<file path="config.mk">
export PLATFORM = sky130hd
export DESIGN_NAME = simon_sequencer
export DESIGN_NICKNAME = d
export VERILOG_FILES = /design/src/rtl/simon_sequencer.sv
export SDC_FILE = /design/constraint.sdc
export NUM_CORES = 1
export LEC_CHECK = 0
export ABC_AREA = 1
export ABC_CLOCK_PERIOD_IN_PS = 1900
export CELL_PAD_IN_SITES_DETAIL_PLACEMENT = 1
export CELL_PAD_IN_SITES_GLOBAL_PLACEMENT = 2
export CORE_AREA = 2 2 92 94
export CTS_CLUSTER_SIZE = 16
export DETAILED_ROUTE_END_ITERATION = 7
export DIE_AREA = 0 0 94 96
export HOLD_SLACK_MARGIN = 0.08
export PLACE_DENSITY = 0.86
export SKIP_LAST_GASP = 1
export SLEW_MARGIN = 20
export SYNTH_ARGS = -nofsm -noshare
export SYNTH_HDL_FRONTEND = slang
export SYNTH_SLANG_ARGS = --single-unit
</file>
<file path="constraint.sdc">
create_clock -name clk -period 1.9 [get_ports clk]
set_input_delay 0.57 -clock clk [delete_from_list [all_inputs] [get_ports clk]]
set_output_delay 0.57 -clock clk [all_outputs]
set_load 0.01 [all_outputs]
</file>
<file path="src/rtl/simon_sequencer.sv">
// Simon memory game sequencer: grows a random colour sequence, plays it back
// on a one-hot LED display and then checks the player's button presses.
module simon_sequencer #(
    parameter int MAX_LEN   = 16,
    parameter int ON_TICKS  = 4,
    parameter int GAP_TICKS = 2
) (
    input  logic       clk,
    input  logic       reset,
    input  logic [1:0] rand_color,
    input  logic       tick,
    input  logic       start,
    input  logic       btn_valid,
    input  logic [1:0] btn_color,
    output logic [3:0] led,
    output logic [4:0] round,
    output logic       await_input,
    output logic       game_over,
    output logic       win
);

    localparam int AW   = (MAX_LEN > 2) ? $clog2(MAX_LEN) : 1;
    localparam int TMAX = (ON_TICKS > GAP_TICKS) ? ON_TICKS : GAP_TICKS;
    localparam int TW   = (TMAX > 1) ? $clog2(TMAX + 1) : 1;

    typedef enum logic [2:0] {
        S_IDLE,
        S_ADD,
        S_SHOW_ON,
        S_SHOW_OFF,
        S_INPUT,
        S_FAIL,
        S_WIN
    } state_t;

    state_t          state_q, state_d;
    logic [4:0]      len_q, len_d;
    logic [4:0]      idx_q, idx_d;
    logic [TW-1:0]   tcnt_q, tcnt_d;
    logic [1:0]      mem_q [MAX_LEN];

    logic [1:0]      cur_color;
    logic            last_idx;

    assign cur_color = mem_q[idx_q[AW-1:0]];
    assign last_idx  = (idx_q == (len_q - 5'd1));

    // Next-state logic: sequence growth, timed playback and press checking.
    always_comb begin
        state_d = state_q;
        len_d   = len_q;
        idx_d   = idx_q;
        tcnt_d  = tcnt_q;
        case (state_q)
            S_IDLE: begin
                if (start) begin
                    len_d   = 5'd0;
                    state_d = S_ADD;
                end
            end
            S_ADD: begin
                len_d   = len_q + 5'd1;
                idx_d   = 5'd0;
                tcnt_d  = '0;
                state_d = S_SHOW_ON;
            end
            S_SHOW_ON: begin
                if (tick) begin
                    if (tcnt_q == TW'(ON_TICKS - 1)) begin
                        tcnt_d  = '0;
                        state_d = S_SHOW_OFF;
                    end else begin
                        tcnt_d = tcnt_q + 1'b1;
                    end
                end
            end
            S_SHOW_OFF: begin
                if (tick) begin
                    if (tcnt_q == TW'(GAP_TICKS - 1)) begin
                        tcnt_d = '0;
                        if (last_idx) begin
                            idx_d   = 5'd0;
                            state_d = S_INPUT;
                        end else begin
                            idx_d   = idx_q + 5'd1;
                            state_d = S_SHOW_ON;
                        end
                    end else begin
                        tcnt_d = tcnt_q + 1'b1;
                    end
                end
            end
            S_INPUT: begin
                if (btn_valid) begin
                    if (btn_color != cur_color) begin
                        state_d = S_FAIL;
                    end else if (!last_idx) begin
                        idx_d = idx_q + 5'd1;
                    end else if (len_q == 5'(MAX_LEN)) begin
                        state_d = S_WIN;
                    end else begin
                        state_d = S_ADD;
                    end
                end
            end
            S_FAIL, S_WIN: begin
                if (start) begin
                    len_d   = 5'd0;
                    state_d = S_ADD;
                end
            end
            default: state_d = S_IDLE;
        endcase
    end

    // Control registers, cleared immediately when reset is low.
    always_ff @(posedge clk or negedge reset) begin
        if (!reset) begin
            state_q <= S_IDLE;
            len_q   <= 5'd0;
            idx_q   <= 5'd0;
            tcnt_q  <= '0;
        end else begin
            state_q <= state_d;
            len_q   <= len_d;
            idx_q   <= idx_d;
            tcnt_q  <= tcnt_d;
        end
    end

    // Sequence memory appends the sampled random colour in ADD; never reset.
    always_ff @(posedge clk) begin
        if (state_q == S_ADD) begin
            mem_q[len_q[AW-1:0]] <= rand_color;
        end
    end

    // Outputs decoded purely from registered state.
    always_comb begin
        led         = 4'b0000;
        await_input = 1'b0;
        game_over   = 1'b0;
        win         = 1'b0;
        round       = len_q;
        case (state_q)
            S_SHOW_ON: led = 4'b0001 << cur_color;
            S_INPUT:   await_input = 1'b1;
            S_FAIL: begin
                led       = 4'b1111;
                game_over = 1'b1;
            end
            S_WIN: begin
                led = 4'b1111;
                win = 1'b1;
            end
            default: led = 4'b0000;
        endcase
    end

endmodule

</file>
==> results of run 1 <==
-- cell families (layout without fill, tap and decap cells) --
kind of cell,Yosys count,after routing,share of synthesized area
AOI/OAI and AO/OA,34,34,0.0684
xor gates and xnor gates,8,8,0.0254
adders and majority gates,9,9,0.0408
buffers and inverters,55,125,0.0811
DFF,48,48,0.493
and+or+nand+nor,179,179,0.292
-- worst paths after layout --
path,from,end,slack (ns)
min in group asynchronous,reset,idx_q[3],0.60
hold / removal,idx_q[4],idx_q[4],0.54
max in group asynchronous,reset,round[2],1.06
setup / recovery,idx_q[0],led[2],-0.50
hold reg to reg,idx_q[4],idx_q[4],0.54
setup reg to reg,idx_q[0],idx_q[3],-0.05
-- synthesized netlist by cell type (all sizes together) --
cell | n | area share
xnor2 | 3 | 0.0095
ha | 9 | 0.041
nand4 | 5 | 0.016
edfxtp | 32 | 0.35
nor2 | 33 | 0.049
inv | 48 | 0.065
buf | 7 | 0.016
xor2 | 5 | 0.016
o21ai | 21 | 0.039
a21oi | 9 | 0.016
a211oi | 1 | 0.0045
nand3 | 38 | 0.072
nand2 | 101 | 0.15
a22oi | 1 | 0.0027
a21boi | 2 | 0.0054
nor3 | 2 | 0.0077
dfrtp | 16 | 0.14
-- report_power, final --
part           internal [uW]  switching [uW]
clock                    530             371
sequential              1260             104
combinational           1270            1770
-- worst min-delay path, delay by kind of cell (launching register included) --
family / cells / cell delay, ns
AND/OR/NAND/NOR: 2 / 0.11
flip-flops: 1 / 0.40
-- layer usage --
layer | GRT usage | vias up | part of all wire
li1 | - | 1214 | -
met1 | 0.248 | 1198 | 0.47
met2 | 0.334 | 21 | 0.51
met3 | 0.0282 | 4 | 0.014
met4 | 0.0362 | 0 | 0.0065
met5 | 0 | - | 0
-- stage by stage --
step | hold slack, ns | setup slack, ns | TNS (ns) | area, um2 | utilization
after global placement | 0.489 | -0.579 | -2.74 | 3310 | 0.412
after CTS | 0.550 | -0.517 | -2.31 | 3590 | 0.446
after global routing | 0.573 | -0.659 | -4.02 | 3780 | 0.470
after detailed placement | 0.508 | -0.638 | -3.26 | 3310 | 0.412
after floorplan | 0.274 | 0.00203 | 0 | 2760 | -
final | 0.545 | -0.502 | -2.16 | 3780 | 0.470
-- state kept, by name (all words and copies together) (netlist names) --
signal   count
idx_q        5
round        5
tcnt_q       3
state_q      3
mem_q       32
-- cell type report --
type,count,area [um2]
fill,958,4270
multi-input combinational,230,1380
sequential,48,1370
timing repair buffer,68,577
inverter,48,185
tap,105,131
clock buffer,5,68.8
clock inverter,3,68.8
timing repair inverter,1,7.51
-- layout by cell type, fill, tap and decap left out, drive strengths merged --
cell and n:
nor2 33, nand4 5, edfxtp 32, bufinv 2
a21boi 2, nor3 2, dlymetal6s2s 1, ha 9
clkdlybuf4s50 10, nand2 101, clkinvlp 1, xor2 5
a22oi 1, dlygate4sd2 2, inv 49, nand3 38
xnor2 3, a21oi 9, buf 55, clkbuf 5
a211oi 1, dfrtp 16, o21ai 21
-- timing repair --
item,in CTS,in global routing
endpoints found under the setup margin,12,20
setup buffers,8,6
hold endpoints to repair,0,0
gates resized for setup,60,42
gates cloned,2,0
hold buffers,0,0
pin swaps,11,18
==> flow_metrics.tcl, run 1 <==
set metrics [dict create \
    yosysWarnings 0 \
    power.density_nw_per_um2 1400 \
    hold_violations 0 \
    drt-vias-per-instance 4.80 \
    drt_wl_total_um 7980 \
    syn_area_um2 2760 \
    path_common_cell "nand3_2" \
    drc 0 \
    critPathLaunchType "register" \
    fp-row-count 33 \
    ys_seq_area_frac 0.493 \
    finalCriticalPeriod_ns 2.40 \
    crit_buf_inv 3 \
    end_kind "output pin" \
    worstPathCellList "clkinvlp_4, nand2_1, nand3_2, nand3_1, nand3_2, nand2_4, inv_2, o21ai_1, buf_2" \
    drive_above_1_share 0.310 \
    initial_utilization 0.343 \
    dr.first_iter.drc_count 136 \
    wl_per_cell_um 15.7 \
    synth_seq_cells 48 \
    io_pins 21 \
    clkTransAtPathRegs_ns 0.09 \
    h-tree-depth 2 \
    grt_max_degree 17 \
    clock_sinks 48 \
    dieArea_um2 9020 \
    die_h_um 96 \
    ant_nets 0 \
    portBuffers 20 \
    antenna_found_initial 0 \
    rsz0062_at_grt "true" \
    num_antenna_cells 0 \
    violations "setup timing" \
    fmax_mhz 416 \
    via_count 2437 \
    arrival_ns 1.83 \
    slew-limit-headroom 0.654 \
    grtUsageTotal 0.189 \
    syn-instance-count 333 \
    syn_to_final_growth_pct 36.9 \
    synthesis.nets 351 \
    path_depth 9 \
    grt_pass1_wl_um 12900 \
    max_stage_delay_ns 0.47 \
    cp_slowest_cell "dfrtp_2" \
    critPathKind "reg2out" \
    clockBufferDepth 2 \
    avgSynthCellArea_um2 8.30 \
    drv_cap 0 \
    min_path_type "reg2reg" \
    cts_tree "built" \
    drtPass1Iterations 4 \
    core-area_um2 8050 \
    hpwl_um 5820 \
    layout.cells.non_filler 508 \
    total_power_uw 5300 \
    layout.nets 420 \
    status "finished with violations" \
    ir_drop_mv 0.606 \
    hold_depth 2 \
    place.gp.congestion 0.850 \
    dp.cells 486 \
    power.static_leakage_uw 0.00169 \
    clockRootBuffer "clkbuf_8" \
    layout_setup_ws_ns -0.502 \
    die_w_um 94 \
    worstPathMaxFanout 8 \
    critPathRequiredTime_ns 1.33 \
    clock_skew_ns 0.00345 \
    worst_pin_slew_ns 0.517 \
    yosysUniqueCellTypes 29 \
    clock_latency_ns 0.30 \
    r2r_cells 13 \
    grt_remaining_overflow 0 \
    finalCritPeriodShare 1.26 \
    grt_pass1_vias 2603 \
    cts_made_buffers 5 \
    crit_family "simple AND/OR/NAND/NOR gates" \
    drv_slew 0 \
    setup_viol 10 \
]
No activity file was read; power rests on OpenSTA's default activity.
==> run 2: changes to the inputs <==
Settings changed: TNS_END_PERCENT set to 5.
==> run 2 against run 1 <==
Compared with the run above: the flow still finishes with violations (setup timing); combinational power is 14% lower; final area down 6.0%; core utilization decreased by 2.8 points; worst hold slack about the same.
==> flow_metrics.tcl, run 2 (synthesis results as in run 1) <==
set metrics [dict create \
    clock_sinks 48 \
    syn_to_final_growth_pct 28.7 \
    pwr-share-comb 0.532 \
    worst_pin_slew_ns 0.538 \
    power.static_leakage_uw 0.00159 \
    dieArea_um2 9020 \
    grt_max_degree 17 \
    antenna_found_initial 0 \
    finalCritPeriodShare 1.27 \
    switching_power_uw 2020 \
    clock_skew_ns 0.00433 \
    switching_share 0.414 \
    portBuffers 20 \
    p_int_uw 2860 \
    drt-vias-per-instance 4.78 \
    critPathLaunchType "register" \
    seqPwrFrac 0.281 \
    fillCellCount 984 \
    clkPwrFrac 0.187 \
    layout.cells.non_filler 501 \
    hold_violations 0 \
    place.gp.congestion 0.850 \
    drive_above_1_share 0.232 \
    max_stage_delay_ns 0.47 \
    clockBufferDepth 2 \
    setup_viol 19 \
    cts_tree "built" \
    drv_cap 0 \
    io_pins 21 \
    violations "setup timing" \
    ir_drop_mv 0.610 \
    largest_reg_flops 32 \
    worstPathMaxFanout 8 \
    drt_wl_total_um 7640 \
    h-tree-depth 2 \
    dp.cells 486 \
    path_common_cell "nand2_2" \
    status "finished with violations" \
    critPathKind "reg2out" \
    clock_latency_ns 0.31 \
    cp_slowest_cell "dfrtp_2" \
    hpwl_um 5820 \
    initial_utilization 0.343 \
    arrival_ns 1.84 \
    clockRootBuffer "clkbuf_8" \
    die_w_um 94 \
    fp-row-count 33 \
    clkTransAtPathRegs_ns 0.09 \
    rsz0062_at_grt "true" \
    layout.nets 413 \
    grtUsageTotal 0.187 \
    worstPathCellList "clkinvlp_4, nand2_2, nand3_2, nand3_1, nand3_2, nand2_2, nand2_2, o21ai_2, buf_2" \
    grt_pass1_wl_um 12700 \
    grt_remaining_overflow 0 \
    finalCriticalPeriod_ns 2.41 \
    core-area_um2 8050 \
    wl_per_cell_um 15.3 \
    layout_setup_ws_ns -0.513 \
    final_core_util 0.441 \
    min_path_type "reg2reg" \
    final_common_cell "nand2_1" \
    power.density_nw_per_um2 1370 \
    drv_slew 0 \
    via_count 2397 \
    drc 0 \
    num_antenna_cells 0 \
    end_kind "output pin" \
    critPathRequiredTime_ns 1.33 \
    grt_pass1_vias 2578 \
    ant_nets 0 \
    dr.first_iter.drc_count 91 \
    die_h_um 96 \
    slew-limit-headroom 0.640 \
    drtPass1Iterations 4 \
    most-common-layout-cells "nand2_1 (90), inv_1 (41), buf_4 (39), edfxtp_1 (32), nor2_1 (30)" \
    fmax_mhz 414 \
    cts_made_buffers 5 \
]
-- run 2: cell count changes in the layout (fill, tap and decap cells not counted), sizes merged --
| cell | previous run | this run |
|---|---|---|
| dlygate4sd2 | 2 | 0 |
| dlymetal6s2s | 1 | 0 |
| clkdlybuf4s50 | 10 | 16 |
| buf | 55 | 45 |
-- run 2: final timing paths --
| kind | start | cells after the start | slack, ns | endpoint |
|---|---|---|---|---|
| setup / recovery | idx_q[0] | 9 | -0.51 | led[3] |
| hold / removal | idx_q[4] | 2 | 0.54 | idx_q[4] |
| setup reg to reg | idx_q[0] | 15 | -0.12 | idx_q[4] |
| hold reg to reg | idx_q[4] | 2 | 0.54 | idx_q[4] |
| max in group asynchronous | reset | 2 | 1.09 | idx_q[0] |
| min in group asynchronous | reset | 2 | 0.59 | idx_q[0] |
-- run 2: through the flow --
step | hold slack [ns] | setup slack (ns) | cell area [um2] | power (uW) | setup TNS (ns)
after floorplan | 0.274 | 0.00203 | 2760 | 2830 | 0
after global placement | 0.489 | -0.579 | 3310 | 3700 | -2.74
after detailed placement | 0.508 | -0.638 | 3310 | 3780 | -3.26
after CTS | 0.550 | -0.528 | 3510 | 4820 | -3.88
after global routing | 0.570 | -0.649 | 3550 | 5260 | -7.33
final | 0.545 | -0.513 | 3550 | 4880 | -4.37
-- run 2: power by group through the flow --
stage	combinational [uW]	sequential (uW)	clock, uW
CTS	2520	1370	929
detailed placement	2400	1370	0
global route	2920	1390	955
floorplan	1430	1390	0
global placement	2330	1370	0
finish	2600	1370	910
-- run 2: timing repair --
| item | in CTS | in global routing |
|---|---|---|
| setup endpoints to repair | 12 | 26 |
| gates cloned | 2 | 0 |
| hold buffers | 0 | 0 |
| resized for setup | 34 | 8 |
| pin swaps | 9 | 11 |
| setup buffers | 3 | 2 |
-- run 2: final cells by class --
class                   instances  area, um2  area share
repair buffers                 61        495       0.139
repair inverters                1       7.51     0.00211
multi-input cells             230       1240       0.348
inverters                      48        183      0.0514
well taps                     105        131      0.0370
clock inverters                 3       68.8      0.0194
clock buffers                   5       68.8      0.0194
flip-flops and latches         48       1360       0.383
-- run 2: critical path, delay by kind of cell (launching register included) --
family / cells / cell delay [ns]
simple gates: 6 / 0.54
compound gates: 1 / 0.14
flops: 1 / 0.47
buf+inv: 2 / 0.38
-- run 2: metal layers --
| layer | vias to the layer above | track usage | wire, um | part of all wire |
|---|---|---|---|---|
| met4 | 0 | 0.0386 | 81 | 0.011 |
| met5 | - | 0 | 0 | 0 |
| met3 | 8 | 0.0305 | 157 | 0.021 |
| li1 | 1197 | - | - | - |
| met1 | 1167 | 0.246 | 3630 | 0.48 |
| met2 | 25 | 0.326 | 3770 | 0.49 |
==> run 3: changes to the inputs <==
Settings changed: SETUP_SLACK_MARGIN set to 0.15.
==> run 3 against run 2 <==
Compared with the run above: the flow still finishes with violations (setup timing); global-route usage grew 0.10 points; core utilization grew 0.25 points; maximum frequency shrank 0.95%; clock power shrank 14%; non-clock buffer count shrank 2.
==> flow_metrics.tcl, run 3 (synthesis results as in run 1) <==
set metrics [dict create \
    status "finished with violations" \
    violations "setup timing" \
    drtPass1Iterations 4 \
    core-area_um2 8050 \
    clockRootBuffer "clkbuf_8" \
    initial_utilization 0.343 \
    drt_wl_total_um 7860 \
    grt_max_degree 17 \
    finalCritPeriodShare 1.28 \
    ir_drop_mv 0.571 \
    crit_buf_inv 2 \
    drv_slew 0 \
    drt-vias-per-instance 4.89 \
    wl_per_cell_um 15.8 \
    hpwl_um 5940 \
    grt_pass1_wl_um 13100 \
    clock_skew_ns 0.0146 \
    portBuffers 20 \
    cp_slowest_cell "dfrtp_2" \
    place.gp.congestion 0.787 \
    die_w_um 94 \
    drv_cap 0 \
    most-common-layout-cells "nand2_1 (87), inv_1 (41), buf_4 (35), edfxtp_1 (32), nor2_1 (28)" \
    arrival_ns 1.87 \
    layout_setup_ws_ns -0.536 \
    critPathLaunchType "register" \
    min_path_type "reg2reg" \
    cts_made_buffers 5 \
    end_kind "output pin" \
    cts_hold_buf 0 \
    max_stage_delay_ns 0.49 \
    num_antenna_cells 0 \
    h-tree-depth 2 \
    layout.nets 411 \
    crit_family "simple AND/OR/NAND/NOR gates" \
    syn_to_final_growth_pct 29.4 \
    setup_viol 20 \
    antenna_found_initial 0 \
    cts_tree "built" \
    clock_latency_ns 0.32 \
    finalCriticalPeriod_ns 2.44 \
    fmax_mhz 411 \
    path_common_cell "nand2_1" \
    fp-row-count 33 \
    hold_violations 0 \
    grt_pass1_vias 2679 \
    slew-limit-headroom 0.645 \
    worstPathMaxFanout 6 \
    ant_nets 0 \
    dr.first_iter.drc_count 101 \
    via_count 2438 \
    place_ws_ns -0.669 \
    power.static_leakage_uw 0.00158 \
    drc 0 \
    worstPathCellList "buf_6, nand2_1, nand2_1, nand2_1, nand3_2, nand3_2, nand2_2, nand2_2, o21ai_2, buf_2" \
    die_h_um 96 \
    final_common_cell "nand2_1" \
    clkTransAtPathRegs_ns 0.11 \
    worst_pin_slew_ns 0.530 \
    layout.cells.non_filler 499 \
    drive_above_1_share 0.259 \
    grt_remaining_overflow 0 \
    grtUsageTotal 0.188 \
    fillCellCount 974 \
    largest_reg_flops 32 \
    power.density_nw_per_um2 1360 \
    critPathKind "reg2out" \
    whs_ns 0.527 \
    clock_sinks 48 \
    dp.cells 481 \
    io_pins 21 \
    clockBufferDepth 2 \
    dieArea_um2 9020 \
    critPathRequiredTime_ns 1.33 \
    total_power_uw 4850 \
    rsz0062_at_grt "true" \
]
## run 3: timing repair
action,CTS,global route
cloned,2,0
setup buffers,7,1
pin swaps,11,10
hold endpoints to repair,0,0
endpoints found under the setup margin,25,54
gates resized for setup,31,13
## run 3: path summary, 6_finish.rpt
path | startpoint | endpoint | slack [ns] | cells after the start
max | idx_q[0] | led[1] | -0.54 | 10
min | idx_q[4] | idx_q[4] | 0.53 | 2
max reg2reg | idx_q[0] | idx_q[0] | -0.18 | 15
min reg2reg | idx_q[4] | idx_q[4] | 0.53 | 2
max in group asynchronous | reset | round[0] | 1.08 | 2
min in group asynchronous | reset | idx_q[2] | 0.58 | 2
## run 3: tightest hold or removal path, stage by stage (launching register included)
cell,delay [ns]
dfrtp_1,0.39
nand2_1,0.06
nand2_1,0.05
## run 3: area by class of cell
cell class                      instances  area [um2]  area share
Sequential cell                        48        1360       0.382
Multi-Input combinational cell        230        1280       0.359
Timing Repair Buffer                   59         488       0.137
Inverter                               48         183      0.0511
Tap cell                              105         131      0.0368
Clock buffer                            5        68.8      0.0193
Clock inverter                          3        47.5      0.0133
Timing Repair inverter                  1        7.51     0.00210
## run 3: metal layers
metal / GRT usage / wire length, um / vias to the layer above
met5: 0 / 0 / -
met4: 0.0495 / 107 / 0
met3: 0.0329 / 199 / 9
met2: 0.325 / 3900 / 36
met1: 0.244 / 3660 / 1198
li1: - / - / 1195
## run 3: report_power, final
part           internal (uW)  total, uW  switching (uW)
logic                   1110       2690            1580
registers               1260       1380             117
clock network            397        783             385
total                   2770       4850            2080
## run 3: per-stage QoR
step | utilization | instance area [um2] | setup TNS, ns
3_3_place_gp | 0.410 | 3300 | -2.50
6_report | 0.444 | 3570 | -4.75
5_1_grt | 0.444 | 3570 | -7.53
2_1_floorplan | - | 2790 | 0
4_1_cts | 0.437 | 3520 | -4.33
3_5_place_dp | 0.410 | 3300 | -2.96
